### config.mk
export PLATFORM = sky130hd
export DESIGN_NAME = sop_eval_arbiter_flat
export DESIGN_NICKNAME = d
export VERILOG_FILES = /design/src/rtl/sop_arb_pkg.sv /design/src/rtl/sop_eval_arbiter_if.sv /design/src/rtl/rr_pick.sv /design/src/rtl/sop_eval_arbiter.sv /design/src/flat_wrapper.sv
export SDC_FILE = /design/constraint.sdc
export NUM_CORES = 1
export LEC_CHECK = 0
export CAP_MARGIN = 0
export CORE_MARGIN = 5
export CORE_UTILIZATION = 40
export CTS_BUF_LIST = sky130_fd_sc_hd__clkbuf_16
export DETAILED_ROUTE_END_ITERATION = 8
export HOLD_SLACK_MARGIN = 0.06
export PLACE_DENSITY = 0.8
export SLEW_MARGIN = 20
export SYNTH_ARGS = -nofsm -noshare
export SYNTH_HDL_FRONTEND = slang
export SYNTH_SLANG_ARGS = --single-unit
### constraint.sdc
create_clock -name clk -period 2.9 [get_ports clk]
set_clock_uncertainty 0.05 [all_clocks]
set_input_delay 0.725 -clock clk [delete_from_list [all_inputs] [get_ports clk]]
set_output_delay 0.725 -clock clk [all_outputs]
set_load 0.1 [all_outputs]
### src/rtl/sop_arb_pkg.sv
// Shared types and constants for the SOP evaluator arbiter.
package sop_arb_pkg;

  // Operand width presented to the shared evaluator.
  localparam int unsigned OPND_W = 4;

  // Bit positions of the evaluator inputs within an operand nibble.
  localparam int unsigned X1_B = 3;
  localparam int unsigned X2_B = 2;
  localparam int unsigned X3_B = 1;
  localparam int unsigned X4_B = 0;

  // Arbiter sequencing states.
  typedef enum logic [1:0] {
    StIdle,
    StSettle,
    StResp
  } state_e;

endpackage

### src/rtl/sop_eval_arbiter_if.sv
// Requester and evaluator bus of the SOP evaluator arbiter.
interface sop_eval_arbiter_if #(
  parameter int unsigned N_REQ = 4
);
  import sop_arb_pkg::*;

  logic [N_REQ-1:0]        req;
  logic [OPND_W*N_REQ-1:0] opnd;
  logic [N_REQ-1:0]        gnt;
  logic [OPND_W-1:0]       ev_x;
  logic                    ev_z;
  logic [N_REQ-1:0]        done;
  logic                    result;
  logic                    busy;

  // Requesters plus the evaluator output: everything that feeds the arbiter.
  modport master (
    output req,
    output opnd,
    output ev_z,
    input  gnt,
    input  ev_x,
    input  done,
    input  result,
    input  busy
  );

  // The arbiter itself.
  modport slave (
    input  req,
    input  opnd,
    input  ev_z,
    output gnt,
    output ev_x,
    output done,
    output result,
    output busy
  );

endinterface

### src/rtl/rr_pick.sv
// Combinational round-robin picker: first set request at or above rr_ptr, with wrap.
module rr_pick #(
  parameter int unsigned N_REQ = 4,
  parameter int unsigned IW    = $clog2(N_REQ)
) (
  input  logic [N_REQ-1:0] req,
  input  logic [IW-1:0]    rr_ptr,
  output logic [N_REQ-1:0] pick,
  output logic [IW-1:0]    idx,
  output logic             any_req
);

  logic found;

  // Scan requesters starting at rr_ptr; the first hit wins.
  always_comb begin
    pick  = '0;
    idx   = '0;
    found = 1'b0;
    for (int unsigned k = 0; k < N_REQ; k++) begin
      logic [IW-1:0] j;
      j = IW'((32'(rr_ptr) + k) % N_REQ);
      if (!found && req[j]) begin
        found   = 1'b1;
        idx     = j;
        pick[j] = 1'b1;
      end
    end
  end

  assign any_req = |req;

endmodule

### src/rtl/sop_eval_arbiter.sv
// Round-robin sequencer sharing one combinational SOP evaluator among N_REQ requesters.
// A granted operand is held on ev_x for SETTLE cycles, then z is captured and returned
// with a one-cycle done pulse to the served requester.
module sop_eval_arbiter
  import sop_arb_pkg::*;
#(
  parameter int unsigned N_REQ  = 4,
  parameter int unsigned SETTLE = 2,
  parameter int unsigned CW     = 2
) (
  input  logic                    clk,
  input  logic                    rst,
  sop_eval_arbiter_if.slave       bus
);

  localparam int unsigned IW = $clog2(N_REQ);

  state_e              state_q;
  logic [CW-1:0]       cnt_q;
  logic [IW-1:0]       rr_ptr_q;
  logic [IW-1:0]       sel_q;
  logic [N_REQ-1:0]    gnt_q;
  logic [OPND_W-1:0]   ev_x_q;
  logic [N_REQ-1:0]    done_q;
  logic                result_q;
  logic                busy_q;

  logic [N_REQ-1:0]    pick;
  logic [IW-1:0]       pick_idx;
  logic                any_req;
  logic [OPND_W-1:0]   opnd_sel;
  logic [IW-1:0]       ptr_next;

  rr_pick #(
    .N_REQ (N_REQ),
    .IW    (IW)
  ) u_rr_pick (
    .req     (bus.req),
    .rr_ptr  (rr_ptr_q),
    .pick    (pick),
    .idx     (pick_idx),
    .any_req (any_req)
  );

  // Operand of the picked requester; one-hot pick keeps this a plain AND-OR mux.
  always_comb begin
    opnd_sel = '0;
    for (int i = 0; i < N_REQ; i++) begin
      if (pick[i]) begin
        opnd_sel = bus.opnd[i*OPND_W +: OPND_W];
      end
    end
  end

  // Pointer moves just past the served requester so it gets lowest priority next.
  always_comb begin
    if (sel_q == IW'(N_REQ - 1)) begin
      ptr_next = '0;
    end else begin
      ptr_next = sel_q + IW'(1);
    end
  end

  // Arbitration FSM, settle counter and all registered outputs.
  always_ff @(posedge clk or posedge rst) begin
    if (rst) begin
      state_q  <= StIdle;
      cnt_q    <= '0;
      rr_ptr_q <= '0;
      sel_q    <= '0;
      gnt_q    <= '0;
      ev_x_q   <= '0;
      done_q   <= '0;
      result_q <= 1'b0;
      busy_q   <= 1'b0;
    end else begin
      unique case (state_q)
        StIdle: begin
          if (any_req) begin
            gnt_q   <= pick;
            ev_x_q  <= opnd_sel;
            sel_q   <= pick_idx;
            cnt_q   <= CW'(SETTLE);
            busy_q  <= 1'b1;
            state_q <= StSettle;
          end
        end
        StSettle: begin
          cnt_q <= cnt_q - CW'(1);
          // Last settle cycle: evaluator inputs have been stable for SETTLE cycles.
          if (cnt_q == CW'(1)) begin
            result_q <= bus.ev_z;
            done_q   <= gnt_q;
            rr_ptr_q <= ptr_next;
            state_q  <= StResp;
          end
        end
        StResp: begin
          // ev_x deliberately keeps its value until the next grant.
          gnt_q   <= '0;
          done_q  <= '0;
          busy_q  <= 1'b0;
          state_q <= StIdle;
        end
        default: begin
          state_q <= StIdle;
        end
      endcase
    end
  end

  assign bus.gnt    = gnt_q;
  assign bus.ev_x   = ev_x_q;
  assign bus.done   = done_q;
  assign bus.result = result_q;
  assign bus.busy   = busy_q;

endmodule
### src/flat_wrapper.sv
// flat-port wrapper written by rule: the top's interface ports become plain ports
module sop_eval_arbiter_flat import sop_arb_pkg::*;
#(
  parameter int unsigned N_REQ  = 4,
  parameter int unsigned SETTLE = 2,
  parameter int unsigned CW     = 2
)
  (clk, rst, bus_req, bus_opnd, bus_ev_z, bus_gnt, bus_ev_x, bus_done, bus_result, bus_busy);
  sop_eval_arbiter_if #(.N_REQ(N_REQ)) bus_i ();
  input  logic clk;
  input  logic rst;
  input wire logic [$bits(bus_i.req)-1:0] bus_req;
  input wire logic [$bits(bus_i.opnd)-1:0] bus_opnd;
  input wire logic [$bits(bus_i.ev_z)-1:0] bus_ev_z;
  output wire logic [$bits(bus_i.gnt)-1:0] bus_gnt;
  output wire logic [$bits(bus_i.ev_x)-1:0] bus_ev_x;
  output wire logic [$bits(bus_i.done)-1:0] bus_done;
  output wire logic [$bits(bus_i.result)-1:0] bus_result;
  output wire logic [$bits(bus_i.busy)-1:0] bus_busy;
  assign bus_i.req = bus_req;
  assign bus_i.opnd = bus_opnd;
  assign bus_i.ev_z = bus_ev_z;
  assign bus_gnt = bus_i.gnt;
  assign bus_ev_x = bus_i.ev_x;
  assign bus_done = bus_i.done;
  assign bus_result = bus_i.result;
  assign bus_busy = bus_i.busy;
  sop_eval_arbiter #(.N_REQ(N_REQ), .SETTLE(SETTLE), .CW(CW)) u_core (.clk(clk), .rst(rst), .bus(bus_i));
endmodule
== Yosys cells after proc, flatten, opt, wreduce, memory -nomap -nowiden ==
Cells that the tools add are included.

* Register bits: 22
* Bits in latches: 0
* Bits in writable memories: 0
* ROM bits: 0
* Input bits: 23
* Memories: 0

* $add $sub $neg: 5
* $mul: 0
* Div/mod/pow operators: 0
* Magnitude comparators: 8
* Equality and inequality tests: 6
* Shift-type cells: 0
* Muxes and demuxes: 43
* Bitwise gates (word level): 3
* Reduce and logical (&&, ||, !) cells: 21

{| class="wikitable"
|+ Operators by type and width
! cell !! count
|-
| $mux W4 || 10
|-
| $mux W2 || 8
|-
| $pmux W4 S2 || 2
|-
| $lt A2 B3 Y1 const B || 4
|-
| $mux W1 || 12
|-
| $or A4 B4 Y4 || 3
|-
| $reduce_and A2 Y1 || 6
|-
| $bmux W1 S2 || 4
|-
| $demux W1 S2 || 4
|-
| $ge A2 B1 Y1 const B || 4
|-
| $pmux W2 S2 || 2
|-
| $logic_and A1 B1 Y1 || 7
|-
| $reduce_bool A2 Y1 || 3
|-
| $add A2 B1 Y2 const B || 2
|-
| $add A2 B2 Y2 const B || 2
|-
| $eq A2 B1 Y1 const B || 2
|-
| $eq A2 B2 Y1 const B || 2
|-
| $ne A2 B1 Y1 const B || 2
|-
| $reduce_or A4 Y1 || 1
|-
| $logic_not A1 Y1 || 3
|-
| $logic_not A2 Y1 || 1
|-
| $pmux W1 S2 || 1
|-
| $sub A2 B1 Y2 const B || 1
|}

== Logic depth before layout (Yosys ltp) ==
Gate-level depths: netlist of run 1.

* Depth in word-level cells: 16
* Mapped depth: 10

== By module ==
A second synthesis of run 1 with hierarchy kept.

* Cell total of the unflattened synthesis: 162
* Area total of the unflattened synthesis: 1,546.5 µm²

{| class="wikitable"
|+ By module, submodules not included
! module !! times used !! cells an instance !! area each (µm²) !! sequential area each (µm²)
|-
| sop_eval_arbiter || 1 || 113 || 1,134.8 || 550.5
|-
| rr_pick || 1 || 49 || 411.6 || 0.0
|}

== Worst setup path after synthesis of run 1 ==
Ideal clock, no wire load.

* Path type: register -> register
* From: register u_core.rr_ptr_q[0]
* To: register u_core.ev_x_q[0] (netlist: u_core.bus.ev_x[0])
* Library setup time: 0.131 ns
* Data arrival time: 2.690 ns
* Setup slack: 0.029 ns
* Cell stages (with the launch flop): 11
* Path buffers: 2
* Clock period less this slack: 2.871 ns
* Cell sequence: dfrtp_1 > buf_2 > inv_1 > ha_1 > mux4_2 > buf_6 > nand2_4 > a21oi_1 > or4_4 > a311oi_1 > o22ai_1

* Cells in the longest elaborated chain, start to end: 16

{| class="wikitable"
|+ RTL lines
! what !! RTL line !! RTL
|-
| start, declared || sop_eval_arbiter.sv:20 || <nowiki>logic [IW-1:0] rr_ptr_q;</nowiki>
|-
| start signal, assigned || sop_eval_arbiter.sv:94 || <nowiki>rr_ptr_q <= ptr_next;</nowiki>
|-
| parallel branches: the longest is 11 deep, another holds $lt A2 B3 Y1 || -- ||
|-
| $mux W4 * || rr_pick.sv:23 || <nowiki>if (!found && req[j]) begin</nowiki>
|-
| $mux W4 (3 in series) || sop_eval_arbiter.sv:49 || <nowiki>if (pick[i]) begin</nowiki>
|-
| $mux W4 * || sop_eval_arbiter.sv:49 ||
|-
| end signal, assigned || sop_eval_arbiter.sv:81 || <nowiki>ev_x_q <= opnd_sel;</nowiki>
|-
| end, declared || sop_eval_arbiter.sv:23 || <nowiki>logic [OPND_W-1:0] ev_x_q;</nowiki>
|}

Every way passes the cells marked *. The select of a mux whose other input is x is not followed.
A chain may end at the register's enable or synchronous reset.

== Worst setup path after layout of run 1 ==
* From: input bus_req[1]
* To: register u_core.ev_x_q[3] (netlist: u_core.bus.ev_x[3])

* Cells in the longest elaborated chain, start to end: 16

{| class="wikitable"
|+ RTL lines
! what !! RTL line !! RTL
|-
| start, declared || flat_wrapper.sv:12 || <nowiki>input wire logic [$bits(bus_i.req)-1:0] bus_req;</nowiki>
|-
| $bmux W1 S2 || rr_pick.sv:23 ||
|-
| $mux W1 (implied by the code) || rr_pick.sv:23 ||
|-
| $mux W1 || rr_pick.sv:23 ||
|-
| $logic_not A1 Y1 || rr_pick.sv:23 ||
|-
| $logic_and A1 B1 Y1 || rr_pick.sv:23 ||
|-
| $mux W1 || rr_pick.sv:23 ||
|-
| $logic_not A1 Y1 || rr_pick.sv:23 ||
|-
| $logic_and A1 B1 Y1 || rr_pick.sv:23 ||
|-
| $mux W1 || rr_pick.sv:23 ||
|-
| $logic_not A1 Y1 || rr_pick.sv:23 ||
|-
| $logic_and A1 B1 Y1 || rr_pick.sv:23 ||
|-
| $mux W4 || rr_pick.sv:23 ||
|-
| $mux W4 (4 in series) || sop_eval_arbiter.sv:49 ||
|}

Several ways; a longest one is shown, not always the timed one. The select of a mux whose other input is x is not followed.

==> flow_metrics.env, run 1 <==
export IMPL_status="completed"
export IMPL_ys_flop_type="dfrtp_1"
export IMPL_final_common_cell="buf_4"
export IMPL_grt_start_max_net_pins=23
export IMPL_dr_pass1_iters=4
export IMPL_ys_seq_elements=22
export IMPL_finalHoldViolations=0
export IMPL_overflow=0
export IMPL_switching_power_uw=1510
export IMPL_cts_buffers=3
export IMPL_clk_path_buf_depth=2
export IMPL_ctsHtreeMaxLevel=1
export IMPL_timing_rr_end="u_core.bus.ev_x[3]"
export IMPL_worstSetupEndpoint="u_core.bus.ev_x[3]"
export IMPL_critPathMaxFanout=8
export IMPL_final_layout_size_suffix_gt1_share_pct=27.4
export IMPL_startpoint_type="primary input"
export IMPL_die_y_um=73.7
export IMPL_crit_required_ns=2.97
export IMPL_std_cell_rows=23
export IMPL_layout_common_cells="37 x buf_4, 22 x dfrtp_1, 19 x nand2_1"
export IMPL_reg2reg_depth=8
export IMPL_setup_viol=0
export IMPL_antennaDiodeCount=0
export IMPL_grt_pass1_wl_um=7450
export IMPL_io_buffers=36
export IMPL_dr_total_vias=1647
export IMPL_place_congestion=0.883
export IMPL_synth_area_leaders="dfrtp_1 34%, ha_1 6.9%, nand2_1 4.4%, o21ai_0 3.7%, inv_1 3.2%"
export IMPL_syn2layout_area_growth_pct=41.4
export IMPL_path_class="primary input to flip-flop"
export IMPL_synth_top_area_share_pct=33.9
export IMPL_hp_class="flip-flop to flip-flop"
export IMPL_vias_per_cell=5.80
export IMPL_antenna_left=0
export IMPL_synth_area_leader_cell="dfrtp_1"
export IMPL_seq_power_share_pct=18.8
export IMPL_drc=0
export IMPL_p_int_uw=1350
export IMPL_powerDensity_mw_per_mm2=1250
export IMPL_die_x_um=73.7
export IMPL_first_global_vias=1550
export IMPL_fmax_ghz=0.369
export IMPL_core_mm2=0.00397
export IMPL_synth_area_mm2=0.00162
export IMPL_clock_sinks=22
export IMPL_cp_arrival_ns=2.78
export IMPL_synth_cell_types=45
export IMPL_worstReg2RegStart="u_core.rr_ptr_q[1]"
export IMPL_final_min_clock_period_ns=2.71
export IMPL_end_kind="flip-flop"
export IMPL_ys_warn_count=0
export IMPL_worstSetupStartpoint="bus_req[1]"
export IMPL_track_usage_pct=17.3
export IMPL_p_sw_share_pct=52.8
export IMPL_whs_ns=0.423
export IMPL_tritoncts="yes"
export IMPL_drt_wl_total_um=4700
export IMPL_holdBufCountCts=0
export IMPL_top_level_ports=37
export IMPL_yosysSeqAreaShare_pct=33.9
export IMPL_clock_root_buffer="clkbuf_16"
export IMPL_antenna_found_initial=0
export IMPL_relSlewSlack_pct=43.6
export IMPL_drv_slew=0
export IMPL_drt_iter0_drc=135
export IMPL_ir_drop_mv=0.486
export IMPL_dp_hpwl_um=3260
export IMPL_synth_edf_count=0
export IMPL_synth_nets=209
export IMPL_p_comb_share_pct=71.3
export IMPL_syn_area_per_cell_um2=9.17
export IMPL_maxCapViolCount=0
export IMPL_finish_net_count=267
export IMPL_post_route_period_util_pct=93.4
export IMPL_wl_per_cell_um=16.5
export IMPL_rsz0062_at_grt="false"
export IMPL_dieArea_mm2=0.00543
export IMPL_tightest_slew_ns=0.845
export IMPL_path_clk_slew_ns=0.06
export IMPL_p_clk_share_pct=9.9
export IMPL_leakage_uw=0.00104
export IMPL_synth_cells=177
export IMPL_insertion_delay_ns=0.25
export IMPL_r2r_slack_ns=0.19
export IMPL_final_util_pct=57.8
export IMPL_initial_core_util_pct=40.9
export IMPL_async_flop_share_pct=100
==> cells by family after synthesis <==
group / count (synthesis) / synth area share, %
AO/OA/AOI/OAI: 59 / 26.3
adder cells (fa/ha/maj): 9 / 6.94
buffers and inverters: 21 / 6.32
flip-flops: 22 / 33.9
multiplexers: 10 / 7.56
AND/OR/NAND/NOR: 56 / 19.0
==> layout make-up <==
type | instances | area (µm²)
clock buffers | 3 | 75.1
clock inverters | 1 | 3.75
fillers | 340 | 1680
inverters | 14 | 52.6
multi-input cells | 135 | 1050
flip-flops and latches | 22 | 551
well taps | 50 | 62.6
repair buffers | 59 | 504
==> worst min path at each step <==
| stage | cells past startpoint | startpoint | slack [ns] | endpoint |
|---|---|---|---|---|
| after floorplan | 2 | u_core.sel_q[1] | 0.39 | u_core.sel_q[1] |
| after detailed placement | 2 | u_core.sel_q[1] | 0.41 | u_core.sel_q[1] |
| after CTS | 2 | u_core.sel_q[1] | 0.43 | u_core.sel_q[1] |
| after global placement | 2 | u_core.sel_q[1] | 0.41 | u_core.sel_q[1] |
| after global routing | 1 | u_core.cnt_q[0] | 0.43 | u_core.cnt_q[0] |
| final | 2 | u_core.sel_q[1] | 0.42 | u_core.sel_q[1] |
==> stage by stage <==
stage	setup slack, ns	instances	cell area (µm²)	power [µW]	setup TNS [ns]
floorplan	0.0290	177	1620	1940	0
global placement	-0.255	278	2130	2400	-1.36
detailed placement	-0.303	278	2130	2440	-1.70
CTS	0.0283	283	2240	2780	0
global route	0.0931	284	2290	3040	0
finish	0.192	284	2290	2860	0
==> metal layers <==
layer | global-route usage (%) | routed length [µm] | up-vias
li1 | - | - | 788
met1 | 24.5 | 1990 | 777
met2 | 28.5 | 2280 | 80
met3 | 2.60 | 406 | 2
met4 | 2.41 | 16 | 0
met5 | 0 | 0 | -
==> cells in the mapped netlist, drive strengths merged, types with 2 or more instances <==
cell type	instances
o22ai	5
a22oi	4
dfrtp	22
inv	14
and2	4
a311oi	4
nand3	4
nor3b	4
a21oi	10
clkbuf	3
a41oi	4
nand2	20
nor2	4
ha	9
mux2	2
buf	4
nor4	2
o211ai	5
mux2i	7
nor3	2
o21ai	12
or3	6
a21boi	2
o21bai	2
nand2b	2
nand4	2
and3b	2
o41ai	3
==> power groups by stage <==
stage	clock [µW]	combinational [µW]	sequential, µW
final	283	2040	537
after global routing	302	2180	554
after CTS	292	1950	535
after detailed placement	0	1900	539
after global placement	0	1870	532
after floorplan	0	885	1060
==> critical path: stages <==
cell and delay, ns:
dlygate4sd2_1 0.31, mux4_2 0.61, nand2_4 0.12, a21oi_1 0.09
or4_4 0.56, a311oi_2 0.26, o22ai_1 0.10
==> registers in the layout (all words and copies together) (netlist names) <==
| name | count |
|---|---|
| u_core.bus.ev_x | 4 |
| u_core.rr_ptr_q | 2 |
| u_core.state_q | 2 |
| u_core.bus.result | 1 |
| u_core.bus.busy | 1 |
| u_core.bus.gnt | 4 |
| u_core.bus.done | 4 |
| u_core.sel_q | 2 |
| u_core.cnt_q | 2 |
==> repair_timing <==
action                     4_1_cts  5_1_grt
pin swaps                        1        4
setup buffers                    0        1
cloned                           1        0
setup endpoints to repair        5        5
resized for setup                3       13
(Power assumes the default switching activity.)
==> inputs of run 2 (changes only) <==
CORE_MARGIN = 10   (was 5)
MAX_ROUTING_LAYER = met4   (was unset)
==> flow_metrics.env, run 2 (synthesis gave the netlist of run 1 again) <==
export IMPL_status="completed"
export IMPL_std_cell_rows=23
export IMPL_io_buffers=36
export IMPL_setup_viol=0
export IMPL_worstPathCellList="inv_1 -> ha_1 -> mux4_2 -> buf_4 -> or3_1 -> a21oi_1 -> a2111o_1 -> buf_4 -> nand2_1 -> nand2_1"
export IMPL_end_kind="flip-flop"
export IMPL_cp_slowest_cell="ha_1"
export IMPL_wl_per_cell_um=16.3
export IMPL_dr_total_vias=1626
export IMPL_placed_area_mm2=0.00213
export IMPL_clk_path_buf_depth=2
export IMPL_switching_power_uw=1510
export IMPL_drv_slew=0
export IMPL_p_comb_share_pct=71.7
export IMPL_min_delay_path_depth=2
export IMPL_post_route_period_util_pct=93.3
export IMPL_grt_start_max_net_pins=23
export IMPL_dieArea_mm2=0.00700
export IMPL_core_mm2=0.00397
export IMPL_reg2reg_depth=10
export IMPL_worst_path_buf_inv=3
export IMPL_seq_power_share_pct=18.5
export IMPL_dp_hpwl_um=3400
export IMPL_clock_root_buffer="clkbuf_16"
export IMPL_path_class="flip-flop to flip-flop"
export IMPL_final_layout_size_suffix_gt1_share_pct=25.4
export IMPL_antennaDiodeCount=0
export IMPL_die_y_um=83.7
export IMPL_final_common_cell="buf_4"
export IMPL_powerDensity_mw_per_mm2=1250
export IMPL_worst_path_largest_cell_delay_ns=0.46
export IMPL_final_min_clock_period_ns=2.71
export IMPL_syn2layout_area_growth_pct=42.2
export IMPL_critPathMaxFanout=8
export IMPL_first_global_vias=1595
export IMPL_relSlewSlack_pct=24.6
export IMPL_maxCapViolCount=0
export IMPL_whs_ns=0.426
export IMPL_antenna_found_initial=0
export IMPL_clock_sinks=22
export IMPL_crit_cells=10
export IMPL_crit_required_ns=3.04
export IMPL_finish_net_count=269
export IMPL_die_x_um=83.7
export IMPL_ir_drop_mv=0.601
export IMPL_tightest_slew_ns=1.12
export IMPL_dpl_worst_slack_ns=-0.253
export IMPL_drt_iter0_drc=75
export IMPL_r2r_slack_ns=0.19
export IMPL_setup_ws_ns=0.193
export IMPL_p_sw_share_pct=52.3
export IMPL_cpLargestDelayFamily="simple AND/OR/NAND/NOR gates"
export IMPL_drc=0
export IMPL_vias_per_cell=5.69
export IMPL_fmax_ghz=0.369
export IMPL_cts_buffers=3
export IMPL_fill_cells=355
export IMPL_startpoint_type="flip-flop"
export IMPL_top_level_ports=37
export IMPL_holdBufCountCts=0
export IMPL_cp_arrival_ns=2.84
export IMPL_tritoncts="yes"
export IMPL_ctsHtreeMaxLevel=1
export IMPL_dr_pass1_iters=4
export IMPL_rsz0062_at_grt="false"
export IMPL_multi_input_area_mm2=0.00104
export IMPL_hp_class="flip-flop to flip-flop"
export IMPL_antenna_left=0
export IMPL_layout_common_cells="39 x buf_4, 22 x dfrtp_1, 19 x nand2_1"
export IMPL_place_congestion=0.954
export IMPL_fin_tns_setup_ns=0
export IMPL_final_util_pct=58.1
export IMPL_finalHoldViolations=0
export IMPL_track_usage_pct=12.9
export IMPL_p_clk_share_pct=9.9
export IMPL_p_int_uw=1380
export IMPL_drt_wl_total_um=4670
export IMPL_grt_pass1_wl_um=7580
export IMPL_path_clk_slew_ns=0.06
export IMPL_leakage_uw=0.00105
export IMPL_overflow=0
export IMPL_fin_area_mm2=0.00231
export IMPL_insertion_delay_ns=0.25
export IMPL_seq_area_um2=551
export IMPL_initial_core_util_pct=40.9
run 2: cell count changes in the layout (fill, tap and decap cells not counted), sizes merged:
cell / delta
dlygate4sd2: -1
buf: +2
dlymetal6s2s: +1
run 2: stage by stage:
stage,power (µW),std cells
floorplan,1940,177
global placement,2410,279
detailed placement,2460,279
CTS,2750,283
global route,3090,286
finish,2890,286
run 2: worst paths after layout:
kind	start	endpoint
setup / recovery	u_core.rr_ptr_q[0]	u_core.bus.gnt[0]
hold / removal	u_core.sel_q[1]	u_core.sel_q[1]
setup reg to reg	u_core.rr_ptr_q[0]	u_core.bus.gnt[0]
min in group asynchronous	rst	u_core.bus.gnt[0]
hold reg to reg	u_core.sel_q[1]	u_core.sel_q[1]
max in group asynchronous	rst	u_core.cnt_q[1]
run 2: area by class of cell:
class                           count  area share (%)
Clock buffer                        3            3.25
Inverter                           14            2.28
Clock inverter                      1           0.163
Multi-Input combinational cell    135            45.1
Sequential cell                    22            23.9
Timing Repair Buffer               61            22.7
Tap cell                           50            2.71
run 2: worst min-delay path: stages, from the launching register on:
cell     delay (ns)
dfrtp_1        0.34
nand2_1        0.05
nand2_1        0.05
run 2: metal layers:
| layer | vias to the layer above | wire length [µm] | track usage, % |
|---|---|---|---|
| li1 | 794 | - | - |
| met1 | 766 | 2180 | 16.0 |
| met2 | 60 | 2160 | 20.3 |
| met3 | 6 | 276 | 2.54 |
| met4 | 0 | 55 | 4.26 |
| met5 | - | 0 | - |
run 2: power by group through the flow:
| stage | sequential (µW) | clock [µW] | combinational (µW) |
|---|---|---|---|
| floorplan | 1060 | 0 | 885 |
| global placement | 532 | 0 | 1880 |
| detailed placement | 539 | 0 | 1920 |
| CTS | 534 | 291 | 1930 |
| global route | 554 | 306 | 2230 |
| finish | 534 | 285 | 2070 |
run 2: timing repair:
action                     in CTS  in global routing
setup buffers                   0                  2
resized for setup               0                 12
setup endpoints to repair       0                  5
hold endpoints to repair        0                  0
